### config.mk
export PLATFORM = sky130hd
export DESIGN_NAME = bcd_chain_counter
export DESIGN_NICKNAME = d
export VERILOG_FILES = /design/src/rtl/bcd_pkg.sv /design/src/rtl/bcd_chain_counter_digit.sv /design/src/rtl/bcd_chain_counter.sv
export SDC_FILE = /design/constraint.sdc
export NUM_CORES = 1
export LEC_CHECK = 0
export CAP_MARGIN = 10
export CORE_MARGIN = 8
export CORE_UTILIZATION = 45
export DETAILED_ROUTE_END_ITERATION = 8
export PLACE_DENSITY = 0.79
export RECOVER_POWER = 50
export SLEW_MARGIN = 15
export SYNTH_ARGS = -nofsm -noshare
export SYNTH_HDL_FRONTEND = slang
export SYNTH_SLANG_ARGS = --single-unit
### constraint.sdc
create_clock -name clock -period 2.6 [get_ports clock]
set_clock_uncertainty 0.1 [all_clocks]
set_input_delay 0.52 -clock clock [delete_from_list [all_inputs] [get_ports clock]]
set_output_delay 0.52 -clock clock [all_outputs]
set_load 0.03 [all_outputs]
### src/rtl/bcd_pkg.sv
// Shared types and constants for the cascaded BCD counter.
//   bcd_digit_t : one packed BCD digit
//   BCD_MAX     : largest value of a non-top digit
//   lap_state_t : lap display state machine encoding
package bcd_pkg;

  typedef logic [3:0] bcd_digit_t;

  localparam bcd_digit_t BCD_MAX = 4'd9;

  typedef enum logic {
    RUNNING = 1'b0,
    FROZEN  = 1'b1
  } lap_state_t;

  // Clamp a loaded digit to the digit's legal maximum.
  function automatic bcd_digit_t bcd_clamp(input bcd_digit_t d, input bcd_digit_t max_v);
    return (d > max_v) ? max_v : d;
  endfunction

endpackage

### src/rtl/bcd_chain_counter_digit.sv
// One BCD digit with wrap at MAX (up) / wrap to MAX (down).
// Ports:
//   clock, nRST   : rising-edge clock, synchronous active-low reset
//   clear         : synchronous clear to 0
//   load          : load the clamped load_digit
//   load_digit    : digit value to load
//   step          : advance this digit one place in the up_down direction
//   up_down       : 1 = up, 0 = down
//   value         : registered digit value
//   at_max/at_zero: digit sits at MAX / at 0 (feeds the carry/borrow chain)
module bcd_digit
  import bcd_pkg::*;
#(
  parameter int MAX = 9
) (
  input  logic       clock,
  input  logic       nRST,
  input  logic       clear,
  input  logic       load,
  input  logic [3:0] load_digit,
  input  logic       step,
  input  logic       up_down,
  output logic [3:0] value,
  output logic       at_max,
  output logic       at_zero
);

  localparam bcd_digit_t MAX_D = bcd_digit_t'(MAX);

  bcd_digit_t r_value;

  always_ff @(posedge clock) begin
    if (!nRST) begin
      r_value <= '0;
    end else if (clear) begin
      r_value <= '0;
    end else if (load) begin
      r_value <= bcd_clamp(load_digit, MAX_D);
    end else if (step) begin
      if (up_down) r_value <= (r_value == MAX_D) ? 4'd0 : r_value + 4'd1;
      else         r_value <= (r_value == 4'd0) ? MAX_D : r_value - 4'd1;
    end
  end

  assign value   = r_value;
  assign at_max  = (r_value == MAX_D);
  assign at_zero = (r_value == 4'd0);

endmodule

### src/rtl/bcd_chain_counter.sv
// N-digit cascaded BCD counter with up/down, parallel load, lap freeze and
// a registered rollover pulse.
// Ports:
//   clock, nRST : rising-edge clock, synchronous active-low reset
//   count_tick  : one-cycle count pulse, gated by enable
//   clear       : synchronous clear of count, lap state and rollover
//   up_down     : 1 = up, 0 = down
//   load        : parallel load strobe, load_value digit 0 in [3:0]
//   lap         : one-cycle lap toggle pulse
//   live_count  : running count
//   number      : lap snapshot while frozen, else live_count
//   frozen      : lap snapshot displayed (lap FSM state == FROZEN)
//   rollover    : one-cycle pulse after a wrapping edge
// Handshake: none; every strobe is a single-cycle level sampled on the edge,
// priority nRST > clear > load > qualified tick, one action per edge.
module bcd_chain_counter
  import bcd_pkg::*;
#(
  parameter int NUM_DIGITS    = 2,
  parameter int TOP_DIGIT_MAX = 9
) (
  input  logic                    clock,
  input  logic                    nRST,
  input  logic                    count_tick,
  input  logic                    enable,
  input  logic                    clear,
  input  logic                    up_down,
  input  logic                    load,
  input  logic [4*NUM_DIGITS-1:0] load_value,
  input  logic                    lap,
  output logic [4*NUM_DIGITS-1:0] live_count,
  output logic [4*NUM_DIGITS-1:0] number,
  output logic                    frozen,
  output logic                    rollover
);

  logic [NUM_DIGITS-1:0]   w_at_max;
  logic [NUM_DIGITS-1:0]   w_at_zero;
  logic [NUM_DIGITS:0]     w_up_chain;
  logic [NUM_DIGITS:0]     w_dn_chain;
  logic                    w_tick;
  logic                    w_wrap;
  logic [4*NUM_DIGITS-1:0] w_count;
  logic [4*NUM_DIGITS-1:0] r_lap;
  lap_state_t              r_lap_state;
  logic                    r_rollover;

  // Clear and load take the edge, so a coincident tick is dropped.
  assign w_tick = count_tick & enable & ~clear & ~load;

  // Chain bit i: all digits below i are at max (up) / at zero (down).
  always_comb begin
    w_up_chain    = '0;
    w_dn_chain    = '0;
    w_up_chain[0] = 1'b1;
    w_dn_chain[0] = 1'b1;
    for (int i = 0; i < NUM_DIGITS; i++) begin
      w_up_chain[i+1] = w_up_chain[i] & w_at_max[i];
      w_dn_chain[i+1] = w_dn_chain[i] & w_at_zero[i];
    end
  end

  assign w_wrap = w_tick & (up_down ? w_up_chain[NUM_DIGITS] : w_dn_chain[NUM_DIGITS]);

  for (genvar g = 0; g < NUM_DIGITS; g++) begin : g_digit
    logic w_step;
    assign w_step = w_tick & (up_down ? w_up_chain[g] : w_dn_chain[g]);

    bcd_digit #(
      .MAX ((g == NUM_DIGITS - 1) ? TOP_DIGIT_MAX : 9)
    ) u_digit (
      .clock      (clock),
      .nRST       (nRST),
      .clear      (clear),
      .load       (load),
      .load_digit (load_value[4*g +: 4]),
      .step       (w_step),
      .up_down    (up_down),
      .value      (w_count[4*g +: 4]),
      .at_max     (w_at_max[g]),
      .at_zero    (w_at_zero[g])
    );
  end

  always_ff @(posedge clock) begin
    if (!nRST || clear) r_rollover <= 1'b0;
    else                r_rollover <= w_wrap;
  end

  // Lap FSM: the snapshot is the pre-edge live count, so a coincident tick
  // is not captured.
  always_ff @(posedge clock) begin
    if (!nRST || clear) begin
      r_lap_state <= RUNNING;
      r_lap       <= '0;
    end else if (lap) begin
      case (r_lap_state)
        RUNNING: begin
          r_lap       <= w_count;
          r_lap_state <= FROZEN;
        end
        default: r_lap_state <= RUNNING;
      endcase
    end
  end

  assign live_count = w_count;
  assign frozen     = (r_lap_state == FROZEN);
  assign number     = frozen ? r_lap : w_count;
  assign rollover   = r_rollover;

endmodule

==> results.py <==
metrics = {
    "yosys": {
        "synthesis.nets": 174,
        "synthesis.yosys.warnings": 0,
        "ys_seq_area_share_pct": 30.5,
        "synth-edff-count": 0,
        "post_synth_instance_area_sq_um": 1180,
        "post_synth_inst_count": 158,
        "synth_flop_type": "dfxtp_1",
        "ys_ff_latch": 18,
        "synth_largest_type_area_fraction_pct": 30.5,
        "synth.most_common_cell": "nand2_1",
        "synth-async-reset-ratio_pct": 0,
        "netlist.top_cell.by_area": "dfxtp_1",
        "post_synth_most_frequent_cells": "24 x nand2_1, 18 x dfxtp_1, 16 x a21oi_1, 12 x o21ai_0, 11 x nor2_1",
        "yosys-top-cells-area": "dfxtp_1 30%, nand2_1 7.6%, a21oi_1 6.8%, o21ai_0 5.1%, mux2_2 4.8%",
        "avgSynthCellArea_sq_um": 7.48,
        "synth.distinct_cells": 44,
    },
    "setup_path": {
        "setup.worst_path.class": "flop to output port",
        "cp-end-kind": "output port",
        "reg2reg_depth": 5,
        "critical-path-max-stage-delay_ns": 0.66,
        "cp_data_arrival_time_ns": 1.80,
        "crit_path_max_fanout": 13,
        "start_kind": "flop",
        "slowest_stage": "clkdlybuf4s50_1",
        "worstPathRequired_ns": 1.98,
        "crit_chain": "mux2_2 > clkdlybuf4s50_1",
    },
    "die": {
        "core_region_area_sq_um": 2480,
        "design.die.area_sq_um": 4520,
        "top_level_ports": 34,
        "initial_core_util_pct": 47.7,
        "floorplan.die.height_um": 67.3,
        "die_x_um": 67.3,
        "num_rows": 18,
    },
    "drt": {
        "maxUsedRoutingLayer": "met4",
        "route.detailed.vias_per_inst": 5.87,
        "detail_route.wirelength_um": 3240,
        "detail-route-antenna-nets": 0,
        "wl_met2_um": 1620,
        "drcViolationCount": 0,
        "wl_met1_um": 1310,
        "met3WireLength_um": 252,
        "final_routed_wire_length_divided_by_cell_count_um": 15.0,
        "first_iter_violations": 112,
        "routed-via-count": 1267,
        "drt_pass1_iterations": 5,
    },
    "clock_network": {
        "clock_path_buffers": 2,
        "clk_latency_ns": 0.29,
        "clkSlewWorstSetupHoldPaths_ns": 0.10,
        "cts_tree": "done",
        "tritoncts_num_sinks": 18,
        "htree_levels": 1,
        "clk_root_buffer_cell": "clkbuf_4",
        "numCtsBuffers": 3,
    },
    "placed_design": {
        "final_wtd_congestion": 0.864,
        "place_hpwl_um": 2390,
        "port-buffer-count": 33,
    },
    "sta": {
        "max_freq_ghz": 0.414,
        "setup-violations-final": 0,
        "final.min_clock_period_ns": 2.42,
        "worst_pin_slew_ns": 0.815,
        "final_number_of_hold_violating_endpoints": 0,
        "rsz_0062_raised_after_global_routing": "false",
        "min_period_over_period_pct": 92.9,
        "setup_tns_ns": 0,
        "max_slew_margin_pct": 45.7,
        "slew_viol_final": 0,
    },
    "finish": {
        "area.growth.synth_to_final_pct": 29.2,
        "post_route_cells_drive_above_1_share_pct": 10.8,
        "antenna_cells_inserted": 0,
        "fin_util_pct": 61.7,
        "fin_nets": 204,
    },
    "power_and_ir_drop": {
        "power-per-cell-area_nw_per_um2": 389,
        "ir_drop_mv": 0.278,
        "p_leak_nw": 0.547,
        "p_total_w": 0.000594,
    },
    "global_route": {
        "global_route.overflow_total": 0,
        "grt_max_degree": 18,
        "grt.total_usage_pct": 14.8,
        "first_global_vias": 1207,
        "wire_length_of_the_first_global_routing_pass_um": 5310,
        "grt_antenna_before_repair": 0,
    },
    "outcome": {
        "outcome": "complete, no violations",
    },
    "worst_hold_path": {
        "whs_path_depth": 2,
        "worst_hold_path_type": "flop to flop",
    },
    "job": {
        "maxCapViolCount": 0,
    },
}
-- cell usage in the layout, fill, tap and decap left out, types with 3 or more instances in the layout --
cell type,n
nor4_1,3
nor2b_1,3
clkbuf_4,3
nor2_1,11
nand2_1,24
nor3_1,5
mux2_2,5
dfxtp_1,16
o21ai_0,12
dlygate4sd3_1,4
nand2b_1,3
a21oi_1,16
clkdlybuf4s50_1,29
inv_1,5
buf_4,5
-- where the power goes --
part | leakage (nW) | total [W] | switching, W | internal [W]
sequential | 0.147 | 0.000297 | 0.0000139 | 0.000283
combinational | 0.386 | 0.000155 | 0.0000844 | 0.0000710
clock | 0.0138 | 0.000142 | 0.0000876 | 0.0000540
-- critical path, delay by kind of cell, from the launching register on --
kind	cells	cell delay [ns]
buffers and inverters	1	0.66
multiplexers	1	0.24
flip-flops	1	0.60
-- cells by family (layout without fill, tap and decap cells) --
kind of cell,count (synthesis),in the layout,synth area share [%]
AO/OA/AOI/OAI,47,47,26.7
XOR/XNOR,3,3,2.22
buffers and inverters,21,49,8.57
flip-flops,18,18,30.5
multiplexers,5,5,4.76
AND/OR/NAND/NOR,64,64,27.3
-- layout make-up --
class / count / area [sq um]
Inverter: 6 / 22.5
Sequential cell: 18 / 363
Timing Repair Buffer: 40 / 375
Tap cell: 30 / 37.5
Fill cell: 232 / 950
Multi-Input combinational cell: 119 / 707
Clock buffer: 3 / 22.5
-- flip-flops by register name, indices dropped and copies added (netlist names) --
register / flops
g_digit.u_digit.value: 8
r_lap: 8
frozen: 1
rollover: 1
-- final timing paths --
kind / startpoint / endpoint / slack (ns)
worst min register to register: r_lap[5] / r_lap[5] / 0.36
worst max-delay path: g_digit[1].u_digit.value[1] / number[5] / 0.18
worst max register to register: g_digit[0].u_digit.value[0] / g_digit[1].u_digit.value[3] / 0.65
worst min-delay path: r_lap[5] / r_lap[5] / 0.36
-- per-layer routing --
metal	track usage (%)	up-vias
li1	-	619
met1	15.7	575
met2	26.5	67
met3	5.46	6
met4	4.96	0
met5	0	-
-- metrics by stage --
| step | setup WS (ns) | instances | hold slack, ns | instance area, sq um |
|---|---|---|---|---|
| 2_1_floorplan | 0.437 | 158 | 0.333 | 1180 |
| 3_3_place_gp | 0.303 | 213 | 0.341 | 1520 |
| 3_5_place_dp | 0.235 | 213 | 0.348 | 1520 |
| 4_1_cts | 0.0464 | 216 | 0.362 | 1550 |
| 5_1_grt | 0.0922 | 216 | 0.380 | 1530 |
| 6_report | 0.184 | 216 | 0.360 | 1530 |
-- timing repair --
action | in CTS | in global routing
setup buffers | 0 | 0
hold buffers | 0 | 0
endpoints found under the setup margin | 0 | 6
resized for setup | 0 | 2
Note: power is estimated with default switching activity, not from simulation.
==> RTL change: new RTL, config.mk and constraints unchanged <==
`NUM_DIGITS`: 2 -> 4.
--- a/src/rtl/bcd_chain_counter.sv
+++ b/src/rtl/bcd_chain_counter.sv
@@ -16,7 +16,7 @@
 module bcd_chain_counter
   import bcd_pkg::*;
 #(
-  parameter int NUM_DIGITS    = 2,
+  parameter int NUM_DIGITS    = 4,
   parameter int TOP_DIGIT_MAX = 9
 ) (
   input  logic                    clock,
Interface: changed (resized live_count, load_value and number); port bits go from 34 to 58. No check against the original RTL was run, so the function may have changed too.
==> RTL change against the unedited design <==
Combinational power increased by 89%; global-route usage rose by 3.3 points; die area grew 65%; sequential cell count rose by 16; power rose by 110%; count of clock-buffer cells in the layout grew 4; worst setup slack worse by 0.021 ns; sequential share of layout area down 1.1 points; cell area rose by 96%; area after synthesis grew 89%; routed wire length is 100% higher; worst hold slack lost 0.0061 ns.
==> RTL change: results (changes against the unedited design) <==
| Metric | Value |
|---|---|
| Status | `finished clean` |
| Proportion of layout cells with a drive suffix above 1 | `0.133 (+0.0256)` |
| Leakage power | `1.07 nW (+97%)` |
| H-tree depth | `2 (+1)` |
| Slowest-stage cell, CP | `clkdlybuf4s50_1` |
| Starting DRT DRC Count | `200 (+79%)` |
| Critical Path Sink | `number[13]` |
| Net Switching | `380 uW (+100%)` |
| Vias | `2426 (+91%)` |
| Register-to-register setup slack | `0.48 ns (-0.17 ns)` |
| GR Util met2 | `0.278 (+0.0132)` |
| Met3 Track Usage GR | `0.0435 (-0.0112)` |
| Ranking of synthesized cells by area | `dfxtp_1 31%, nand2_1 8.2%, a21oi_1 7.6%` |
| Port Buffers | `57 (+73%)` |
| Mux contribution to synthesized area | `0.0796 (+0.0320)` |
| Fillers | `438 (+89%)` |
| Max VDD drop | `0.000250 V (-9.9%)` |
| Clock slew at reported path FFs | `0.06 ns (-0.04 ns)` |
| Xor-xnor portion of the synthesized cell area | `0.0353 (+0.0131)` |
| Hold slack | `0.354 ns (-0.00613 ns)` |
| Grt met1 use | `0.234 (+0.0767)` |
| TritonCTS Buffers | `5 (+2)` |
| Avg WL per Cell | `15.8 um (+5.1%)` |
| Worst slew pin tran | `0.909 ns (+0.0939 ns)` |
| Vias in the first global route | `2253 (+87%)` |
| RR Endpoint | `g_digit[1].u_digit.value[1]` |
| Synth cell types | `58 (+32%)` |
| Synth cell count leaders | `49 x nand2_1, 34 x a21oi_1, 34 x dfxtp_1` |
| Critical R2R Launch | `g_digit[0].u_digit.value[3]` |
| GRT Total Usage | `0.181 (+0.0325)` |
| Hold Startpoint | `r_lap[6]` |
| Pin count of the biggest net entering global routing | `20 (+2)` |
| Post-synthesis compound-gate area fraction | `0.268 (+0.00142)` |
| Routability cong. | `0.849 (-1.7%)` |
| Post-DP Area | `2920 um^2 (+92%)` |
| NumNets Final | `376 (+84%)` |
| Clk root buf | `clkbuf_8` |
| Reg2Reg Depth | `6 (+1)` |
| Slowest stage delay, CP | `0.60 ns (-0.06 ns)` |
| First-pass GRT wire length | `10900 um (+100%)` |
| Max FO, Critical Path | `14 (+1)` |
| Post-DP HPWL | `4770 um (+99%)` |
| Worst Hold End | `r_lap[6]` |
| CP Data Arrival Time | `1.82 ns (+0.02 ns)` |
| CP startpoint | `frozen` |
[RTL change: cell types whose count changed in the layout (fill, tap and decap cells not counted), sizes merged, moves of 9 or more]
cell,before,now
nand2,24,49
dfxtp,18,34
mux2,5,14
clkdlybuf4s50,29,44
buf,5,17
a21oi,16,34
[RTL change: power groups by stage]
stage	registers [mW]	logic (mW)	clock network (mW)
floorplan	0.573	0.166	0
global placement	0.565	0.292	0
detailed placement	0.566	0.295	0
CTS	0.554	0.297	0.421
global route	0.557	0.317	0.440
finish	0.555	0.293	0.410
[RTL change: metal layers]
metal | part of all wire | vias to the layer above | wire length, um
met5 | 0 | - | 0
met4 | 0.020 | 0 | 132
met3 | 0.067 | 12 | 445
met2 | 0.45 | 89 | 2990
met1 | 0.46 | 1149 | 3050
li1 | - | 1176 | -
[RTL change: final cells by class]
| cell class | instances | area, um^2 | share of cell area |
|---|---|---|---|
| clock buffer | 7 | 86.3 | 0.0288 |
| multi-input combinational | 226 | 1400 | 0.467 |
| tap | 67 | 83.8 | 0.0279 |
| sequential | 34 | 681 | 0.227 |
| inverter | 7 | 26.3 | 0.00875 |
| clock inverter | 1 | 5.00 | 0.00167 |
| timing repair buffer | 78 | 717 | 0.239 |
[RTL change: worst max-delay path: cells and delay by family (launching register included)]
family                 cells  cell delay [ns]
flip-flops                 1             0.34
multiplexers               1             0.38
buffers and inverters      2             0.81
[RTL change: through the flow]
step | utilization | worst slack, ns | cells
2_1_floorplan | - | 0.283 | 299
3_3_place_gp | 0.614 | 0.0859 | 412
3_5_place_dp | 0.614 | 0.0471 | 412
4_1_cts | 0.634 | 0.0762 | 420
5_1_grt | 0.631 | 0.0696 | 420
6_report | 0.631 | 0.162 | 420
